File: src/rtl/keypad_scan.sv
// rtl/keypad_scan.sv - 4x4 matrix keypad scanner with debounce, ghost rejection and ready/ack handshake
// Strobes one active-low column at a time, accumulates a full scan, debounces it and encodes the key.
module keypad_scan #(
  parameter int SCAN_DIV       = 5000,
  parameter int DEBOUNCE_SCANS = 4
) (
  input  logic       clk,
  input  logic       rst_n,
  input  logic [3:0] kp_row,
  output logic [3:0] kp_col,
  output logic [3:0] key_code,
  output logic       key_valid,
  output logic       key_pulse,
  output logic       key_ready,
  input  logic       key_ack,
  output logic       overrun
);

  localparam int DW = (SCAN_DIV > 1) ? $clog2(SCAN_DIV) : 1;
  localparam int SW = $clog2(DEBOUNCE_SCANS + 1);
  localparam logic [DW-1:0] DIV_LAST = DW'(SCAN_DIV - 1);
  localparam logic [SW-1:0] DEB_MAX  = SW'(DEBOUNCE_SCANS);

  typedef enum logic {ST_IDLE, ST_HELD} state_t;

  state_t        state, state_next;
  logic [3:0]    row_s1, row_s2;
  logic [DW-1:0] div;
  logic [1:0]    col_idx;
  logic [1:0]    acc_cnt;
  logic [3:0]    acc_code;
  logic          prev_key;
  logic [3:0]    prev_code;
  logic [SW-1:0] stable_cnt;

  logic          sample, scan_end;
  logic [3:0]    pressed;
  logic [2:0]    col_sum;
  logic [3:0]    total;
  logic [1:0]    scan_cnt;
  logic [3:0]    scan_code;
  logic [1:0]    first_row;
  logic          res_key;
  logic [3:0]    res_code;
  logic [SW-1:0] stable_next;
  logic          confirm;
  logic          load_code;

  function automatic logic [3:0] key_map(input logic [1:0] row, input logic [1:0] col);
    case ({row, col})
      4'b00_00: key_map = 4'h1;
      4'b00_01: key_map = 4'h2;
      4'b00_10: key_map = 4'h3;
      4'b00_11: key_map = 4'hA;
      4'b01_00: key_map = 4'h4;
      4'b01_01: key_map = 4'h5;
      4'b01_10: key_map = 4'h6;
      4'b01_11: key_map = 4'hB;
      4'b10_00: key_map = 4'h7;
      4'b10_01: key_map = 4'h8;
      4'b10_10: key_map = 4'h9;
      4'b10_11: key_map = 4'hC;
      4'b11_00: key_map = 4'h0;
      4'b11_01: key_map = 4'hF;
      4'b11_10: key_map = 4'hE;
      default:  key_map = 4'hD;
    endcase
  endfunction

  assign kp_col    = ~(4'b0001 << col_idx);
  assign key_valid = (state == ST_HELD);
  assign sample    = (div == DIV_LAST);
  assign scan_end  = sample && (col_idx == 2'd3);
  assign pressed   = ~row_s2;

  // Fold the current column sample into the running scan totals.
  always_comb begin
    first_row = 2'd0;
    if (pressed[0])      first_row = 2'd0;
    else if (pressed[1]) first_row = 2'd1;
    else if (pressed[2]) first_row = 2'd2;
    else if (pressed[3]) first_row = 2'd3;
    col_sum   = {2'b00, pressed[0]} + {2'b00, pressed[1]}
              + {2'b00, pressed[2]} + {2'b00, pressed[3]};
    total     = {2'b00, acc_cnt} + {1'b0, col_sum};
    scan_cnt  = (total >= 4'd2) ? 2'd2 : total[1:0];
    scan_code = (acc_cnt == 2'd0 && pressed != 4'b0000) ? key_map(first_row, col_idx) : acc_code;
    res_key   = (scan_cnt == 2'd1);
    res_code  = res_key ? scan_code : 4'h0;
    if (res_key == prev_key && res_code == prev_code)
      stable_next = (stable_cnt == DEB_MAX) ? stable_cnt : stable_cnt + SW'(1);
    else
      stable_next = SW'(1);
    confirm = scan_end && (stable_next == DEB_MAX);
  end

  always_ff @(posedge clk or negedge rst_n) begin
    if (!rst_n) state <= ST_IDLE;
    else        state <= state_next;
  end

  always_comb begin
    state_next = state;
    load_code  = 1'b0;
    if (confirm) begin
      if (res_key) begin
        state_next = ST_HELD;
        load_code  = (state == ST_IDLE) || (key_code != res_code);
      end else begin
        state_next = ST_IDLE;
      end
    end
  end

  always_ff @(posedge clk or negedge rst_n) begin
    if (!rst_n) begin
      row_s1     <= 4'b1111;
      row_s2     <= 4'b1111;
      div        <= '0;
      col_idx    <= 2'd0;
      acc_cnt    <= 2'd0;
      acc_code   <= 4'h0;
      prev_key   <= 1'b0;
      prev_code  <= 4'h0;
      stable_cnt <= '0;
      key_code   <= 4'h0;
      key_pulse  <= 1'b0;
      key_ready  <= 1'b0;
      overrun    <= 1'b0;
    end else begin
      row_s1 <= kp_row;
      row_s2 <= row_s1;
      if (sample) begin
        div     <= '0;
        col_idx <= col_idx + 2'd1;
        if (scan_end) begin
          acc_cnt    <= 2'd0;
          acc_code   <= 4'h0;
          prev_key   <= res_key;
          prev_code  <= res_code;
          stable_cnt <= stable_next;
        end else begin
          acc_cnt  <= scan_cnt;
          acc_code <= scan_code;
        end
      end else begin
        div <= div + DW'(1);
      end
      key_pulse <= load_code;
      if (load_code) key_code <= res_code;
      // A simultaneous pulse and ack leaves the new key pending.
      key_ready <= key_pulse | (key_ready & ~key_ack);
      if (key_ack)                     overrun <= 1'b0;
      else if (key_pulse && key_ready) overrun <= 1'b1;
    end
  end

endmodule
File: config.mk
export PLATFORM = sky130hd
export DESIGN_NAME = keypad_scan
export DESIGN_NICKNAME = d
export VERILOG_FILES = /design/src/rtl/keypad_scan.sv
export SDC_FILE = /design/constraint.sdc
export NUM_CORES = 1
export LEC_CHECK = 0
export ABC_CLOCK_PERIOD_IN_PS = 5400
export BUFFER_PORTS_ARGS = -buffer_cell sky130_fd_sc_hd__buf_2
export CAP_MARGIN = 20
export CORE_UTILIZATION = 64
export CTS_CLUSTER_SIZE = 20
export DETAILED_ROUTE_END_ITERATION = 8
export PLACE_DENSITY_LB_ADDON = 0.25
export SYNTH_ARGS = -nofsm -noshare
export SYNTH_HDL_FRONTEND = slang
export SYNTH_SLANG_ARGS = --single-unit
File: constraint.sdc
create_clock -name clk -period 5.4 [get_ports clk]
set_input_delay 0.54 -clock clk [delete_from_list [all_inputs] [get_ports clk]]
set_output_delay 0.54 -clock clk [all_outputs]
set_load 0.02 [all_outputs]
==> flow_summary_export.csv <==
group,metric,value,unit
detailed_routing,drtIter0Drc,195,
synthesis,synth_edf_count,0,
worst_setup_path,cp_slowest_cell,"fa_1",
sta,tightest_slew,0.953,ns
clock_network,clkLatencyLatePin,0.31,ns
synthesis,syn_area_per_cell,10.6,um^2
worst_setup_path,crit_path_end_kind,"flop",
sta,slew_headroom,36.5,%
synthesis,synth_flop_cell,"dfrtp_1",
clock_network,cts_tree,"done",
sta,setup_violations,0,
grt,grt_usage,24.7,%
synthesis,netlist_area,2560,um^2
sta,fin_tns_setup,0,ns
synthesis,yosys_warnings,0,
clock_network,clock-root-buffer,"clkbuf_8",
grt,grt_max_degree,46,
detailed_routing,final_antenna_net_count,0,
detailed_routing,vias,1838,
worst_setup_path,path_common_cell,"fa_1",
grt,grt-ovfl-total,0,
synthesis,syn_inst,242,
worst_setup_path,critPathKind,"flop to flop",
power,p_per_area,236,nW/um^2
die,ioPinCount,19,
power,peakVddDrop,0.199,mV
synthesis,postSynth.asyncResetShare,100,%
place,post-dp-hpwl,3390,um
detailed_routing,via_per_inst,5.95,
grt,grt_pass1_vias,1802,
detailed_routing,post_drt_wl_per_cell,14.8,um
synthesis,ys_ff_latch,45,
die,start_util,68.4,%
worst_setup_path,startpoint_type,"flop",
place,post_dp_cell_area,2630,um^2
worst_setup_path,crit_arrival,3.88,ns
worst_setup_path,slowest_delay,0.56,ns
synthesis,yosysSeqAreaShare,44.4,%
die,rows,22,
synthesis,syn_nets,260,
cells_and_area,area_growth,7.03,%
sta,finalCritPeriodShare,68.6,%
cells_and_area,final_nets,278,
worst_setup_path,cp_max_fo,10,
sta,final_hold_viol_count,0,
worst_setup_path,path_cells,"fa_1 > inv_1 > fa_1 > fa_1 > nor2_1 > and2_1 > o311a_1 > mux2i_1 > a211oi_2 > nand4_2 > mux2_1",
place,place_congestion,0.839,
sta,fin_crit,3.70,ns
grt,grt_pass1_wl,7940,um
synthesis,synth.distinct_cells,65,
run_status,status,"complete, no violations",
cells_and_area,finish.instance_area,2740,um^2
clock_network,postCtsSetupBuffers,0,
clock_network,numCtsBuffers,5,
cells_and_area,diodes,0,
sta,grt_setup_unrepaired,"no",
die,die_w,65.3,um
worst_hold_path,hp-class,"primary input to flop",
detailed_routing,drc,0,
power,p_leak,0.00127,uW
grt,antenna_found_initial,0,
die,dieArea,4260,um^2
detailed_routing,drt_first_pass_iters,4,
sta,fmax,270,MHz
clock_network,clockBufferDepth,2,
cells_and_area,drive_gt1_share,19.5,%
detailed_routing,routed_wl,4560,um
worst_setup_path,cp.required,5.58,ns
place,portBuffers,18,
clock_network,cts_hold_buf,0,
die,die_h,65.3,um
clock_network,clk_pin_slew,0.09,ns
cells_and_area,nFillCells,275,
sta,final.setup_skew,0.0143,ns
worst_setup_path,crit_family,"adder cells",
sta,hold_ws,0.320,ns
clock_network,clkSinkCount,45,
clock_network,post_cts_resize_count,0,
sta,drv_slew,0,
clock_network,htreeDepth,2,
run,cap_violations,0,
die,core,3740,um^2
worst_setup_path,critPathBufInv,1,
==> report_power, final <==
part           switching [uW]  internal, uW
clock                     115           138
combinational            29.3          16.3
sequential               4.93           342
==> final timing paths <==
kind | cells after the start | end | slack [ns] | startpoint
worst max-delay path | 11 | key_code[1]$_DFFE_PN0P_ | 1.70 | row_s2[0]$_DFF_PN1_
worst min-delay path | 1 | row_s1[1]$_DFF_PN1_ | 0.32 | kp_row[1]
worst max register to register | 11 | key_code[1]$_DFFE_PN0P_ | 1.70 | row_s2[0]$_DFF_PN1_
worst min register to register | 0 | row_s2[3]$_DFF_PN1_ | 0.36 | row_s1[3]$_DFF_PN1_
max in group asynchronous | 1 | key_pulse$_DFF_PN0_ | 4.42 | rst_n
min in group asynchronous | 1 | acc_cnt[0]$_DFFE_PN0N_ | 0.38 | rst_n
==> per-stage QoR <==
| stage | total power, uW | cells | utilization [%] | worst slack [ns] |
|---|---|---|---|---|
| 2_1_floorplan | 395 | 242 | - | 1.95 |
| 3_3_place_gp | 399 | 301 | 70.2 | 1.80 |
| 3_5_place_dp | 400 | 301 | 70.2 | 1.72 |
| 4_1_cts | 653 | 309 | 73.2 | 1.69 |
| 5_1_grt | 668 | 309 | 73.2 | 1.49 |
| 6_report | 647 | 309 | 73.2 | 1.70 |
==> routing by layer <==
| layer | GRT usage [%] | share of wire (%) | routed length, um |
|---|---|---|---|
| met1 | 33.1 | 46 | 2110 |
| met4 | 10.9 | 2.0 | 89 |
| met2 | 40.2 | 49 | 2210 |
| met3 | 3.13 | 3.3 | 152 |
| met5 | 0 | 0 | 0 |
==> cells in the final DEF, fill, tap and decap left out, types with 5 or more instances in the layout <==
cell and count:
buf_2 18, xor2_1 6, inv_1 20, nand2_1 18
nand3_1 9, o21ai_0 6, clkbuf_8 5, dfstp_2 8
dfrtp_1 37, nor2_1 19, xnor2_1 10, ha_1 8
a21oi_1 12
==> registers in the layout, summed over array words and instances (netlist names) <==
name and cells:
col_idx 2, row_s2 4, row_s1 4, stable_cnt 3
acc_cnt 2, acc_code 4, key_code 4, prev_code 4
overrun 1, key_valid 1, prev_key 1, key_pulse 1
key_ready 1, div 13
==> cells by family (layout without fill, tap and decap cells) <==
| family | count (synthesis) | in the layout | synth area share [%] |
|---|---|---|---|
| and+or+nand+nor | 80 | 80 | 17.3 |
| AOI/OAI and AO/OA | 54 | 54 | 16.8 |
| DFF | 45 | 45 | 44.4 |
| buffers and inverters | 28 | 47 | 6.40 |
| xor gates and xnor gates | 16 | 16 | 5.47 |
| adders and majority gates | 11 | 11 | 6.25 |
| muxes | 8 | 8 | 3.47 |
==> synthesized netlist by cell type (2+ instances only) <==
cell	count	share of area, %
nand2_1	18	2.6
nor3_1	4	0.78
nor3b_1	2	0.59
mux2_1	2	0.88
xnor2_1	10	3.4
inv_1	20	2.9
o31ai_1	4	1.2
nand2b_1	3	0.73
nand3_1	9	1.8
a31oi_4	2	1.7
clkbuf_1	2	0.29
ha_1	8	3.9
and2_4	2	0.68
a21oi_1	12	2.3
nand4_1	3	0.73
nor2_1	19	2.8
a31oi_1	4	0.98
and2_1	3	0.73
a22o_1	3	1.0
nand3b_1	2	0.59
xor2_1	6	2.1
and3_1	3	0.73
nor2b_1	2	0.49
dfrtp_1	37	36
mux2i_1	4	1.6
a21o_1	3	0.88
buf_6	2	0.88
dfstp_2	8	8.2
a32o_1	2	0.78
fa_1	3	2.3
o21ai_0	6	1.2
==> cell type report <==
class	instances	area (um^2)	area share [%]
tap	48	60.1	2.19
timing repair buffer	18	90.1	3.29
sequential	45	1140	41.4
clock inverter	3	46.3	1.69
inverter	21	78.8	2.88
clock buffer	5	68.8	2.51
multi-input combinational	169	1260	46.0
Note: power is estimated with default switching activity, not from simulation.
